`src/rtl/xcpt_pkg.sv`:
```
// Shared types and constants for the exception arbiter: default cause width,
// FSM state encoding, RISC-V cause codes and a small multi-hot helper.
package xcpt_pkg;

  localparam int CAUSE_W_DEF = 64;

  typedef enum logic {
    ST_IDLE = 1'b0,
    ST_PEND = 1'b1
  } state_t;

  localparam logic [63:0] CAUSE_INSN_MISALIGNED  = 64'd0;
  localparam logic [63:0] CAUSE_INSN_ACCESS      = 64'd1;
  localparam logic [63:0] CAUSE_ILLEGAL_INSN     = 64'd2;
  localparam logic [63:0] CAUSE_BREAKPOINT       = 64'd3;
  localparam logic [63:0] CAUSE_LOAD_MISALIGNED  = 64'd4;
  localparam logic [63:0] CAUSE_LOAD_ACCESS      = 64'd5;
  localparam logic [63:0] CAUSE_STORE_MISALIGNED = 64'd6;
  localparam logic [63:0] CAUSE_STORE_ACCESS     = 64'd7;
  localparam logic [63:0] CAUSE_ECALL_U          = 64'd8;
  localparam logic [63:0] CAUSE_ECALL_S          = 64'd9;
  localparam logic [63:0] CAUSE_ECALL_M          = 64'd11;
  localparam logic [63:0] CAUSE_INSN_PAGE_FAULT  = 64'd12;
  localparam logic [63:0] CAUSE_LOAD_PAGE_FAULT  = 64'd13;
  localparam logic [63:0] CAUSE_STORE_PAGE_FAULT = 64'd15;

  // True when more than one bit of v is set.
  function automatic logic multi_hot(input logic [31:0] v);
    return (v & (v - 32'd1)) != 32'd0;
  endfunction

endpackage

```
`src/rtl/xcpt_prio_enc.sv`:
```
// Fixed-priority encoder: picks the lowest set index of eff and muxes out its cause.
module xcpt_prio_enc #(
  parameter int NUM_SRC = 8,
  parameter int CAUSE_W = 64,
  parameter int IDX_W   = $clog2(NUM_SRC)
) (
  input  logic [NUM_SRC-1:0]         eff,
  input  logic [NUM_SRC*CAUSE_W-1:0] causes,
  output logic                       any,
  output logic [IDX_W-1:0]           index,
  output logic [CAUSE_W-1:0]         cause
);

  // Scan high to low so the lowest requesting index is written last and wins.
  always_comb begin
    any   = 1'b0;
    index = '0;
    cause = '0;
    for (int i = NUM_SRC - 1; i >= 0; i--) begin
      if (eff[i]) begin
        any   = 1'b1;
        index = IDX_W'(i);
        cause = causes[i*CAUSE_W +: CAUSE_W];
      end
    end
  end

endmodule

```
`src/rtl/xcpt_arbiter.sv`:
```
// Exception arbiter: captures the highest-priority enabled request and holds it
// until consumed or flushed. Trap-value path is present only with XCPT_TVAL_EN.
module xcpt_arbiter
  import xcpt_pkg::*;
#(
  parameter int NUM_SRC = 8,
  parameter int CAUSE_W = CAUSE_W_DEF,
  parameter int CNT_W   = 8
) (
  input  logic                         clk_i,
  input  logic                         rst_i,
  input  logic [NUM_SRC-1:0]           src_mask_i,
  input  logic [NUM_SRC-1:0]           src_req_i,
  input  logic [NUM_SRC*CAUSE_W-1:0]   src_cause_i,
`ifdef XCPT_TVAL_EN
  input  logic [NUM_SRC*CAUSE_W-1:0]   src_tval_i,
  output logic [CAUSE_W-1:0]           xcpt_tval_o,
`endif
  input  logic                         flush_i,
  output logic                         xcpt_valid_o,
  input  logic                         xcpt_ready_i,
  output logic [CAUSE_W-1:0]           xcpt_cause_o,
  output logic [$clog2(NUM_SRC)-1:0]   xcpt_src_o,
  output logic [CNT_W-1:0]             lost_cnt_o
);

  localparam int IDX_W = $clog2(NUM_SRC);

  state_t             state_reg;
  logic               valid_reg;
  logic [CAUSE_W-1:0] cause_reg;
  logic [IDX_W-1:0]   src_reg;
  logic [CNT_W-1:0]   lost_reg;

  logic [NUM_SRC-1:0] eff;
  logic               any;
  logic [IDX_W-1:0]   win_index;
  logic [CAUSE_W-1:0] win_cause;
  logic               capture;
  logic               lost_inc;

  assign eff = src_req_i & src_mask_i;

  xcpt_prio_enc #(
    .NUM_SRC (NUM_SRC),
    .CAUSE_W (CAUSE_W),
    .IDX_W   (IDX_W)
  ) u_prio_enc (
    .eff    (eff),
    .causes (src_cause_i),
    .any    (any),
    .index  (win_index),
    .cause  (win_cause)
  );

  assign capture  = (state_reg == ST_IDLE) && any && !flush_i;
  // Requests that arrive while busy or flushed are lost, as are the losers of a multi-hit capture.
  assign lost_inc = (any && !capture) || (capture && multi_hot(32'(eff)));

`ifdef XCPT_TVAL_EN
  logic [CAUSE_W-1:0] tval_reg;

  always_ff @(posedge clk_i or posedge rst_i) begin
    if (rst_i) begin
      tval_reg <= '0;
    end else if (capture) begin
      tval_reg <= src_tval_i[win_index*CAUSE_W +: CAUSE_W];
    end
  end

  assign xcpt_tval_o = tval_reg;
`endif

  always_ff @(posedge clk_i or posedge rst_i) begin
    if (rst_i) begin
      state_reg <= ST_IDLE;
      valid_reg <= 1'b0;
      cause_reg <= '0;
      src_reg   <= '0;
      lost_reg  <= '0;
    end else begin
      if (lost_inc && (lost_reg != {CNT_W{1'b1}})) begin
        lost_reg <= lost_reg + CNT_W'(1);
      end
      if (flush_i) begin
        state_reg <= ST_IDLE;
        valid_reg <= 1'b0;
      end else begin
        case (state_reg)
          ST_IDLE: begin
            if (any) begin
              state_reg <= ST_PEND;
              valid_reg <= 1'b1;
              cause_reg <= win_cause;
              src_reg   <= win_index;
            end
          end
          ST_PEND: begin
            if (xcpt_ready_i) begin
              state_reg <= ST_IDLE;
              valid_reg <= 1'b0;
            end
          end
          default: begin
            state_reg <= ST_IDLE;
            valid_reg <= 1'b0;
          end
        endcase
      end
    end
  end

  assign xcpt_valid_o = valid_reg;
  assign xcpt_cause_o = cause_reg;
  assign xcpt_src_o   = src_reg;
  assign lost_cnt_o   = lost_reg;

endmodule

```
`config.mk`:
```
export PLATFORM = sky130hd
export DESIGN_NAME = xcpt_arbiter
export DESIGN_NICKNAME = d
export VERILOG_FILES = /design/src/rtl/xcpt_pkg.sv /design/src/rtl/xcpt_prio_enc.sv /design/src/rtl/xcpt_arbiter.sv
export SDC_FILE = /design/constraint.sdc
export NUM_CORES = 1
export LEC_CHECK = 0
export BUFFER_PORTS_ARGS = -buffer_cell sky130_fd_sc_hd__clkbuf_2
export CAP_MARGIN = 20
export CORE_AREA = 3 3 237 239
export CTS_CLUSTER_DIAMETER = 200
export DETAILED_ROUTE_END_ITERATION = 8
export DIE_AREA = 0 0 240 242
export SYNTH_ARGS = -nofsm -noshare
export SYNTH_HDL_FRONTEND = slang
export SYNTH_SLANG_ARGS = --single-unit
```
`constraint.sdc`:
```
create_clock -name clk_i -period 5.6 [get_ports clk_i]
set_clock_uncertainty 0.1 [all_clocks]
set_input_delay 1.12 -clock clk_i [delete_from_list [all_inputs] [get_ports clk_i]]
set_output_delay 1.12 -clock clk_i [all_outputs]
set_load 0.01 [all_outputs]
```
# Word level (Yosys, flattened, before mapping)
# Index checks and enable logic that the tools add are counted.
[totals]
register_bits = 77
word_cells = 57
inputBits = 532
[classes]
n_addsub = 2
n_reduce_logical = 11
mux = 32
n_eq_ne = 3
n_bitwise = 4
[ops]
columns = ["op", "count"]
rows = [
  ["2-to-1 mux 64 bit", 8],
  ["AND 8 x 32 -> 32 bit", 1],
  ["nonzero test 32 bit", 1],
  ["2-to-1 mux 3 bit", 8],
  ["2-to-1 mux 1 bit", 14],
  ["subtractor 8 x 1 -> 9 bit, second input constant", 1],
  ["adder 8 x 1 -> 8 bit, second input constant", 1],
  ["AND 8 bit", 1],
  ["!= test 8 bit, second input constant", 1],
  ["!= test 3 bit, second input constant", 2],
  ["logical AND 1 bit", 5],
  ["case mux 1 bit (2 select lines)", 2],
  ["AND reduction 3 bit", 1],
  ["logical NOT 1 bit", 2],
  ["inverter 1 bit", 2],
  ["AND reduction 2 bit", 1],
  ["logical OR 1 bit", 1],
]

# Longest topological paths before layout
# Gate-level depths: netlist of the first run.
[depth]
depth_word = 15
mapped_depth = 8
ltp_nobuf = 6

# By module
# Synthesis of the first run repeated with hierarchy kept, for this count alone.
[unflattened]
cells_unflattened = 731
area_unflattened_um2 = 6850.3
[modules_own_cells]
columns = ["mod", "seq_area_each_um2", "cells_per_inst", "n_inst", "area_per_inst_um2"]
rows = [
  ["xcpt_prio_enc", 0.0, 530, 1, 3754.9],
  ["xcpt_arbiter", 1926.8, 201, 1, 3095.5],
]

# Least setup slack after synthesis of the first run
# No wires, ideal clock.
[synth_timing]
kind = "input port to flip-flop"
start = "input src_req_i[3]"
end = "register lost_reg[1] (netlist: lost_cnt_o[1])"
path_stages = 5
n_path_buf = 0
path_slack_ns = 2.999
required_ns = 5.375
arrival_ns = 2.376
setup_ns = 0.125
cell_sequence = "a22oi_2 -> a221o_1 -> a22o_1 -> a31oi_4 -> mux2_2"
[synth_between]
elab_chain_len = 11
[synth_lines]
columns = ["item", "line_no", "text"]
rows = [
  ["from (decl)", "xcpt_arbiter.sv:13", "input logic [NUM_SRC-1:0] src_req_i,"],
  ["AND 8 bit (*)", "xcpt_arbiter.sv:42", "assign eff = src_req_i & src_mask_i;"],
  ["parallel branches: the longest is 8 deep, another holds subtractor 8 x 1 -> 9 bit", "--", ""],
  ["logical OR 1 bit (*)", "xcpt_arbiter.sv:58", "assign lost_inc = (any && !capture) || (capture && multi_hot(32'(eff)));"],
  ["logical AND 1 bit (*)", "xcpt_arbiter.sv:82", "if (lost_inc && (lost_reg != {CNT_W{1'b1}})) begin"],
  ["to (signal assigned)", "xcpt_arbiter.sv:83", "lost_reg <= lost_reg + CNT_W'(1);"],
  ["to (decl)", "xcpt_arbiter.sv:33", "logic [CNT_W-1:0] lost_reg;"],
]
# Every way passes the cells marked *.
# A chain may end at the register's enable or synchronous reset.

# Final worst setup path of the first run
[layout_timing]
start = "input src_mask_i[6]"
end = "register cause_reg[5] (netlist: xcpt_cause_o[5])"
[layout_between]
elab_chain_len = 9
[layout_lines]
columns = ["item", "line_no", "text"]
rows = [
  ["from (decl)", "xcpt_arbiter.sv:12", "input logic [NUM_SRC-1:0] src_mask_i,"],
  ["AND 8 bit (*)", "xcpt_arbiter.sv:42", ""],
  ["2-to-1 mux 1 bit (7 in series)", "xcpt_prio_enc.sv:20", "if (eff[i]) begin"],
  ["AND reduction 3 bit (no line)", "--", ""],
  ["to (signal assigned)", "xcpt_arbiter.sv:94", "cause_reg <= win_cause;"],
  ["to (decl)", "xcpt_arbiter.sv:31", "logic [CAUSE_W-1:0] cause_reg;"],
]
# Mark *: on every way between the ends. The rest lies on a longest branch, timed or not.

==> impl_metrics.env, run 1 <==
export IMPL_run_status="complete, no violations"
export IMPL_tightest_slew_ps=986
export IMPL_power_density_nw_per_um2=230
export IMPL_synthAdderAreaFrac_pct=0.176
export IMPL_portBuffers=607
export IMPL_io_pins=608
export IMPL_achievable_frequency_mhz=292
export IMPL_cts_buffer_depth=2
export IMPL_timing_final_crit_share_pct=61.1
export IMPL_synthMostInstantiatedCell="sky130_fd_sc_hd__nand2_1"
export IMPL_post_synth_cell_area_avg_um2=7.31
export IMPL_die_height_um=242
export IMPL_cts_resized=0
export IMPL_placed_wire_length_estimate_after_detailed_placement_mm=38.6
export IMPL_ys_async_sr_fraction_pct=100
export IMPL_hp_class="reg -> reg"
export IMPL_clock_pin_slew_of_the_registers_on_the_worst_case_setup_and_hold_paths_ps=70
export IMPL_synth_xor_area_share_pct=0.862
export IMPL_rsz0062_at_grt="no"
export IMPL_drv_cap=0
export IMPL_ctsHtreeMaxLevel=3
export IMPL_pin_count_of_the_biggest_net_entering_global_routing=72
export IMPL_ranking_of_synthesized_cells_by_area="sky130_fd_sc_hd__dfrtp_1, sky130_fd_sc_hd__o21ai_0, sky130_fd_sc_hd__a21oi_1"
export IMPL_setup_slack_ps=2180
export IMPL_final_setup_viol_count=0
export IMPL_clock_power_share_pct=27.5
export IMPL_routed_wl_mm=51.1
export IMPL_drt_vias_per_instance=4.94
export IMPL_dpl_worst_slack_ps=1760
export IMPL_timing_hold_violations_final=0
export IMPL_die_width_um=240
export IMPL_route_antenna_remaining_nets=0
export IMPL_floorplan_initialDensity_pct=13.2
export IMPL_largest_reg_flops=64
export IMPL_p_int_mw=1.55
export IMPL_mappedNetlistNets=1507
export IMPL_static_leakage_power_nw=5.19
export IMPL_yosysTopAreaCellShare_pct=27.1
export IMPL_utilization_pct=20.6
export IMPL_setup_worst_path_end_class="flip-flop"
export IMPL_synth_mux_area_share_pct=0.317
export IMPL_syn2layout_area_growth_pct=56.7
export IMPL_worst_endpoint_arrival_ps=3630
export IMPL_slew_headroom_pct=34.3
export IMPL_synth_top_cell_by_area="sky130_fd_sc_hd__dfrtp_1"
export IMPL_cts_tree="built"
export IMPL_p_switching_mw=1.01
export IMPL_post_synth_and_or_nand_nor_area_fraction_pct=15.4
export IMPL_global_route_wire_length_before_repair_mm=71.3
export IMPL_ys_flop_type="sky130_fd_sc_hd__dfrtp_1"
export IMPL_min_period_ps=3420
export IMPL_floorplan_die_area_um2=58100
export IMPL_sequential_to_total_area_share_from_yosys_stat_pct=27.1
export IMPL_cts_buffers_inserted=9
export IMPL_drt_iter0_drc=806
export IMPL_worst_ir_drop_vdd_mv=0.134
export IMPL_track_usage_pct=16.7
export IMPL_numClockSinks=77
export IMPL_share_seq_of_total_power_pct=31.0
export IMPL_synth_cells=974
export IMPL_hold_buffers=0
export IMPL_critPathMaxFanout=37
export IMPL_synth_top_cells_by_count="sky130_fd_sc_hd__nand2_1, sky130_fd_sc_hd__o21ai_0, sky130_fd_sc_hd__a21oi_1, sky130_fd_sc_hd__clkbuf_1, sky130_fd_sc_hd__dfrtp_1"
export IMPL_syn_cell_area_um2=7120
export IMPL_synth_compound_area_share_pct=49.5
export IMPL_total_power_mw=2.56
export IMPL_drc=0
export IMPL_avgRoutedWirePerCell_um=23.2
export IMPL_postLayoutCellArea_um2=11100
export IMPL_cp_required_ps=5810
export IMPL_switching_share_pct=39.5
export IMPL_layout_cells_non_filler=2205
export IMPL_worstRegToRegCells=6
export IMPL_gp_routability_congestion=0.887
export IMPL_min_path_cells=1
export IMPL_ys_ff_latch=77
export IMPL_count_of_flip_flops_with_a_built_in_enable_after_synthesis=0
export IMPL_drt_pre_antenna_iters=5
export IMPL_timing_worst_setup_path_type="in -> reg"
export IMPL_global_route_overflow_total=0
export IMPL_synth_distinct_cells=30
export IMPL_drv_slew=0
export IMPL_dpl_cell_area_um2=10800
export IMPL_design_final_nets=2030
export IMPL_row_count=85
export IMPL_number_of_global_route_vias_before_repair=10800
export IMPL_core_area_um2=54000
export IMPL_antenna_found_initial=9
export IMPL_ys_warnings_count=0
export IMPL_totalNegativeSetupSlack_ps=0
export IMPL_power_combinational_fraction_pct=41.5
export IMPL_worst_hold_slack_ps=397
export IMPL_post_cts_buffers=0
export IMPL_startpoint_type="input pin"
export IMPL_clk_insertion_delay_late_ps=370
export IMPL_combinational_family_with_the_most_area_after_synthesis="compound AO/OA/AOI/OAI gates"
export IMPL_inst_count_dp=2182
export IMPL_cts_root_buf="sky130_fd_sc_hd__clkbuf_16"
export IMPL_post_route_cells_drive_above_1_share_pct=44.3
export IMPL_via_count=10900
placed cells by master (no fill, tap or decap), drive strengths merged:
master	count
a211oi	1
a21oi	133
a221o	1
a222oi	1
a22o	1
a22oi	69
a311oi	64
a31oi	2
and2	7
and3	66
buf	22
bufinv	2
clkbuf	616
clkinv	3
clkinvlp	1
dfrtp	77
diode	7
ha	1
inv	4
mux2	2
nand2	142
nand3	3
nand4	6
nor2	7
nor4	1
nor4b	1
o211ai	64
o21ai	134
o22a	64
xnor2	6
xor2	1
cells by family (layout without fill, tap and decap cells):
family          after synthesis  count (layout)
fa+ha+maj                     1               1
other cells                   0               7
flops                        77              77
compound gates              534             534
xor+xnor                      7               7
buf+inv                     120             648
simple gates                233             233
mux                           2               2
path summary, 6_finish.rpt:
path                                     from               end  slack (ps)
worst max-delay path            src_mask_i[6]   xcpt_cause_o[5]        2180
worst min-delay path            lost_cnt_o[5]     lost_cnt_o[5]         400
worst max register to register      state_reg  xcpt_cause_o[25]        3420
worst min register to register  lost_cnt_o[5]     lost_cnt_o[5]         400
max in group asynchronous               rst_i     lost_cnt_o[0]        3600
min in group asynchronous               rst_i   xcpt_cause_o[8]         670
power groups by stage:
stage	combinational [mW]	sequential, mW	clock (mW)
2_1_floorplan	0.457	0.845	0
3_3_place_gp	1.06	0.800	0
3_5_place_dp	1.06	0.801	0
4_1_cts	1.06	0.792	0.740
5_1_grt	1.15	0.810	0.753
6_report	1.06	0.794	0.705
worst max-delay path: stages:
cell and delay [ps]:
sky130_fd_sc_hd__clkbuf_2 380, sky130_fd_sc_hd__nand2_4 630, sky130_fd_sc_hd__buf_4 360, sky130_fd_sc_hd__a311oi_1 120, sky130_fd_sc_hd__o21ai_0 370, sky130_fd_sc_hd__o211ai_1 160, sky130_fd_sc_hd__a21oi_1 250, sky130_fd_sc_hd__o22a_1 170
per-layer routing:
metal / part of all wire [%] / track usage (%) / up-vias
li1: - / - / 4836
met1: 41 / 20.7 / 5180
met2: 47 / 27.6 / 763
met4: 3.6 / 7.23 / 4
met5: 0.053 / 0 / -
met3: 8.8 / 4.11 / 113
layout make-up:
class                           instances  area, um^2
Antenna cell                            7        17.5
Inverter                                3        13.8
Multi-Input combinational cell        777        4770
Timing Repair Buffer                  629        3230
Sequential cell                        77        1930
Tap cell                              696         871
Clock buffer                            9         225
Clock inverter                          7        98.8
Fill cell                            6206       42900
(Power assumes the default switching activity.)
==> run 2: changes to the inputs <==
Settings changed: ABC_AREA from default to 1, CORE_AREA 3 3 237 239 to 3 3 232 234, DIE_AREA 0 0 240 242 to 0 0 235 237.
Clock period 5.6 ns to 2.92 ns, I/O delays scaled along.
==> run 2 against run 1 <==
  * Register-to-register slack worse by 2400 ps
  * Die area is 4.1% lower
  * Global-route usage is 0.98 points higher
  * Sequential share of layout area is 1.5 points lower
  * Clock power is 72% higher
  * Hold slack worse by 260 ps
==> impl_metrics.env, run 2 <==
export IMPL_run_status="complete, no violations"
export IMPL_antenna_found_initial=10
export IMPL_numClockSinks=77
export IMPL_drt_vias_per_instance=4.30
export IMPL_core_area_um2=52200
export IMPL_cts_buffer_depth=2
export IMPL_route_antenna_remaining_nets=0
export IMPL_track_usage_pct=17.7
export IMPL_cts_buffers_inserted=9
export IMPL_drt_iter0_drc=558
export IMPL_critical_path_max_stage_delay_ps=260
export IMPL_drc=0
export IMPL_clk_insertion_delay_late_ps=380
export IMPL_design_final_nets=2584
export IMPL_synth_top_cell_by_area="sky130_fd_sc_hd__dfrtp_1"
export IMPL_avgRoutedWirePerCell_um=18.6
export IMPL_global_route_wire_length_before_repair_mm=73.7
export IMPL_drv_cap=0
export IMPL_clock_pin_slew_of_the_registers_on_the_worst_case_setup_and_hold_paths_ps=70
export IMPL_gp_routability_congestion=0.842
export IMPL_rsz0062_at_grt="no"
export IMPL_cts_resized=0
export IMPL_number_of_global_route_vias_before_repair=11600
export IMPL_timing_hold_violations_final=0
export IMPL_synthAdderAreaFrac_pct=0.154
export IMPL_cp_required_ps=3130
export IMPL_global_route_overflow_total=0
export IMPL_post_cts_buffers=0
export IMPL_hp_class="in -> async"
export IMPL_synth_compound_area_share_pct=17.6
export IMPL_io_pins=608
export IMPL_worst_ir_drop_vdd_mv=0.254
export IMPL_totalNegativeSetupSlack_ps=0
export IMPL_ctsHtreeMaxLevel=3
export IMPL_row_count=84
export IMPL_r2r_slack_ps=1060
export IMPL_largest_reg_flops=64
export IMPL_commonest_non_fill_non_tap_cell_in_the_layout="sky130_fd_sc_hd__clkbuf_2"
export IMPL_utilization_pct=23.4
export IMPL_crit_path_cell_trace="clkbuf_2, nand2_2, clkinv_2, nor2_4, buf_4, nand2_1, nand3_1, nand2_1, nand2_1, nand2_1, a21oi_1"
export IMPL_synthMostInstantiatedCell="sky130_fd_sc_hd__nor2_1"
export IMPL_pin_count_of_the_biggest_net_entering_global_routing=68
export IMPL_tightest_slew_ps=580
export IMPL_critical_path_slowest_cell="sky130_fd_sc_hd__buf_4"
export IMPL_critPathMaxFanout=14
export IMPL_hold_buffers=0
export IMPL_syn2layout_area_growth_pct=50.5
export IMPL_setup_worst_path_end_class="flip-flop"
export IMPL_portBuffers=607
export IMPL_floorplan_die_area_um2=55700
export IMPL_via_count=11800
export IMPL_synth_cells=1513
export IMPL_placed_wire_length_estimate_after_detailed_placement_mm=41.7
export IMPL_synth_top_cells_by_count="sky130_fd_sc_hd__nor2_1, sky130_fd_sc_hd__nand2_1, sky130_fd_sc_hd__nand3_1, sky130_fd_sc_hd__inv_1, sky130_fd_sc_hd__o21ai_0"
export IMPL_count_of_flip_flops_with_a_built_in_enable_after_synthesis=0
export IMPL_cts_root_buf="sky130_fd_sc_hd__clkbuf_16"
export IMPL_timing_worst_setup_path_type="in -> reg"
export IMPL_post_route_cells_drive_above_1_share_pct=33.1
export IMPL_ys_async_sr_fraction_pct=100
export IMPL_slew_headroom_pct=61.3
export IMPL_min_period_ps=1920
export IMPL_cpMostUsedCell="sky130_fd_sc_hd__nand2_1"
export IMPL_sequential_to_total_area_share_from_yosys_stat_pct=23.7
export IMPL_worst_endpoint_arrival_ps=2130
export IMPL_static_leakage_power_nw=6.91
export IMPL_yosysTopAreaCellShare_pct=23.7
export IMPL_cts_tree="built"
export IMPL_worst_hold_slack_ps=139
export IMPL_ys_ff_latch=77
export IMPL_power_density_nw_per_um2=403
export IMPL_post_synth_cell_area_avg_um2=5.36
export IMPL_timing_final_crit_share_pct=65.9
export IMPL_fillerInstances=6086
export IMPL_syn_cell_area_um2=8120
export IMPL_drt_pre_antenna_iters=5
export IMPL_dpl_worst_slack_ps=569
export IMPL_final_setup_viol_count=0
export IMPL_ys_flop_type="sky130_fd_sc_hd__dfrtp_1"
export IMPL_floorplan_initialDensity_pct=15.5
export IMPL_combinational_family_with_the_most_area_after_synthesis="simple AND/OR/NAND/NOR gates"
export IMPL_startpoint_type="input pin"
export IMPL_die_height_um=237
export IMPL_achievable_frequency_mhz=520
export IMPL_setup_slack_ps=997
export IMPL_synth_distinct_cells=26
export IMPL_mappedNetlistNets=2046
export IMPL_post_synth_and_or_nand_nor_area_fraction_pct=45.0
export IMPL_worstRegToRegCells=7
export IMPL_ys_warnings_count=0
export IMPL_mostFrequentLayoutCells="sky130_fd_sc_hd__clkbuf_2, sky130_fd_sc_hd__nor2_1, sky130_fd_sc_hd__nand2_1, sky130_fd_sc_hd__nand3_1, sky130_fd_sc_hd__inv_1"
export IMPL_synth_mux_area_share_pct=0
export IMPL_synth_xor_area_share_pct=0.647
export IMPL_ranking_of_synthesized_cells_by_area="sky130_fd_sc_hd__dfrtp_1, sky130_fd_sc_hd__nor2_1, sky130_fd_sc_hd__nand2_1"
export IMPL_routed_wl_mm=51.2
export IMPL_drv_slew=0
export IMPL_die_width_um=235
[run 2: cell types whose count changed in the layout (fill, tap and decap cells not counted), sizes merged, moves of 66 or more]
cell,previous run,this run
inv,4,148
nor2,7,397
a22oi,69,0
nand3,3,142
nand2,142,366
and3,66,0
a21oi,133,67
[run 2: final cells by class]
cell class / count / area (um^2) / area share (%)
Clock buffer: 9 / 225 / 1.84
Tap cell: 688 / 861 / 7.05
Multi-Input combinational cell: 1181 / 5200 / 42.6
Sequential cell: 77 / 1930 / 15.8
Inverter: 144 / 544 / 4.46
Antenna cell: 4 / 10.0 / 0.0820
Clock inverter: 7 / 65.1 / 0.533
Timing Repair Buffer: 638 / 3380 / 27.6
[run 2: path summary, 6_finish.rpt]
path | start | end
min reg2reg | xcpt_src_o[0] | xcpt_src_o[0]
min | rst_i | xcpt_cause_o[50]
max reg2reg | lost_cnt_o[0] | lost_cnt_o[6]
max in group asynchronous | rst_i | xcpt_cause_o[29]
max | src_req_i[6] | xcpt_cause_o[8]
min in group clk_i | xcpt_src_o[0] | xcpt_src_o[0]
[run 2: stage by stage]
| step | instance area (um^2) | instances | total power [mW] |
|---|---|---|---|
| after global placement | 11900 | 2728 | 3.76 |
| final | 12200 | 2748 | 4.92 |
| after global routing | 12200 | 2748 | 5.32 |
| after CTS | 12200 | 2744 | 5.04 |
| after detailed placement | 11900 | 2728 | 3.77 |
| after floorplan | 8120 | 1513 | 2.59 |
[run 2: per-layer routing]
| layer | vias to the layer above | track usage, % | share of wire, % |
|---|---|---|---|
| li1 | 5877 | - | - |
| met1 | 5307 | 20.8 | 40 |
| met2 | 549 | 31.5 | 50 |
| met3 | 75 | 4.20 | 6.7 |
| met4 | 4 | 5.99 | 3.0 |
| met5 | - | 0 | 0.053 |
[run 2: cell families (layout without fill, tap and decap cells)]
| group | count (synthesis) | count (layout) |
|---|---|---|
| AND/OR/NAND/NOR | 907 | 907 |
| other | 0 | 4 |
| AO/OA/AOI/OAI | 267 | 267 |
| XOR/XNOR | 6 | 6 |
| buffers and inverters | 255 | 798 |
| flip-flops | 77 | 77 |
| adder cells (fa/ha/maj) | 1 | 1 |
[run 2: power breakdown]
part / total [mW] / leakage (nW) / switching (mW) / internal, mW
sequential: 1.51 / 0.883 / 0.197 / 1.31
clock: 1.21 / 0.141 / 0.610 / 0.600
combinational: 2.20 / 5.89 / 1.33 / 0.865
total: 4.92 / 6.91 / 2.14 / 2.78
[run 2: worst max-delay path: cells and delay by family]
kind	cells	cell delay, ps
buf+inv	3	570
compound gates	1	120
simple gates	7	840
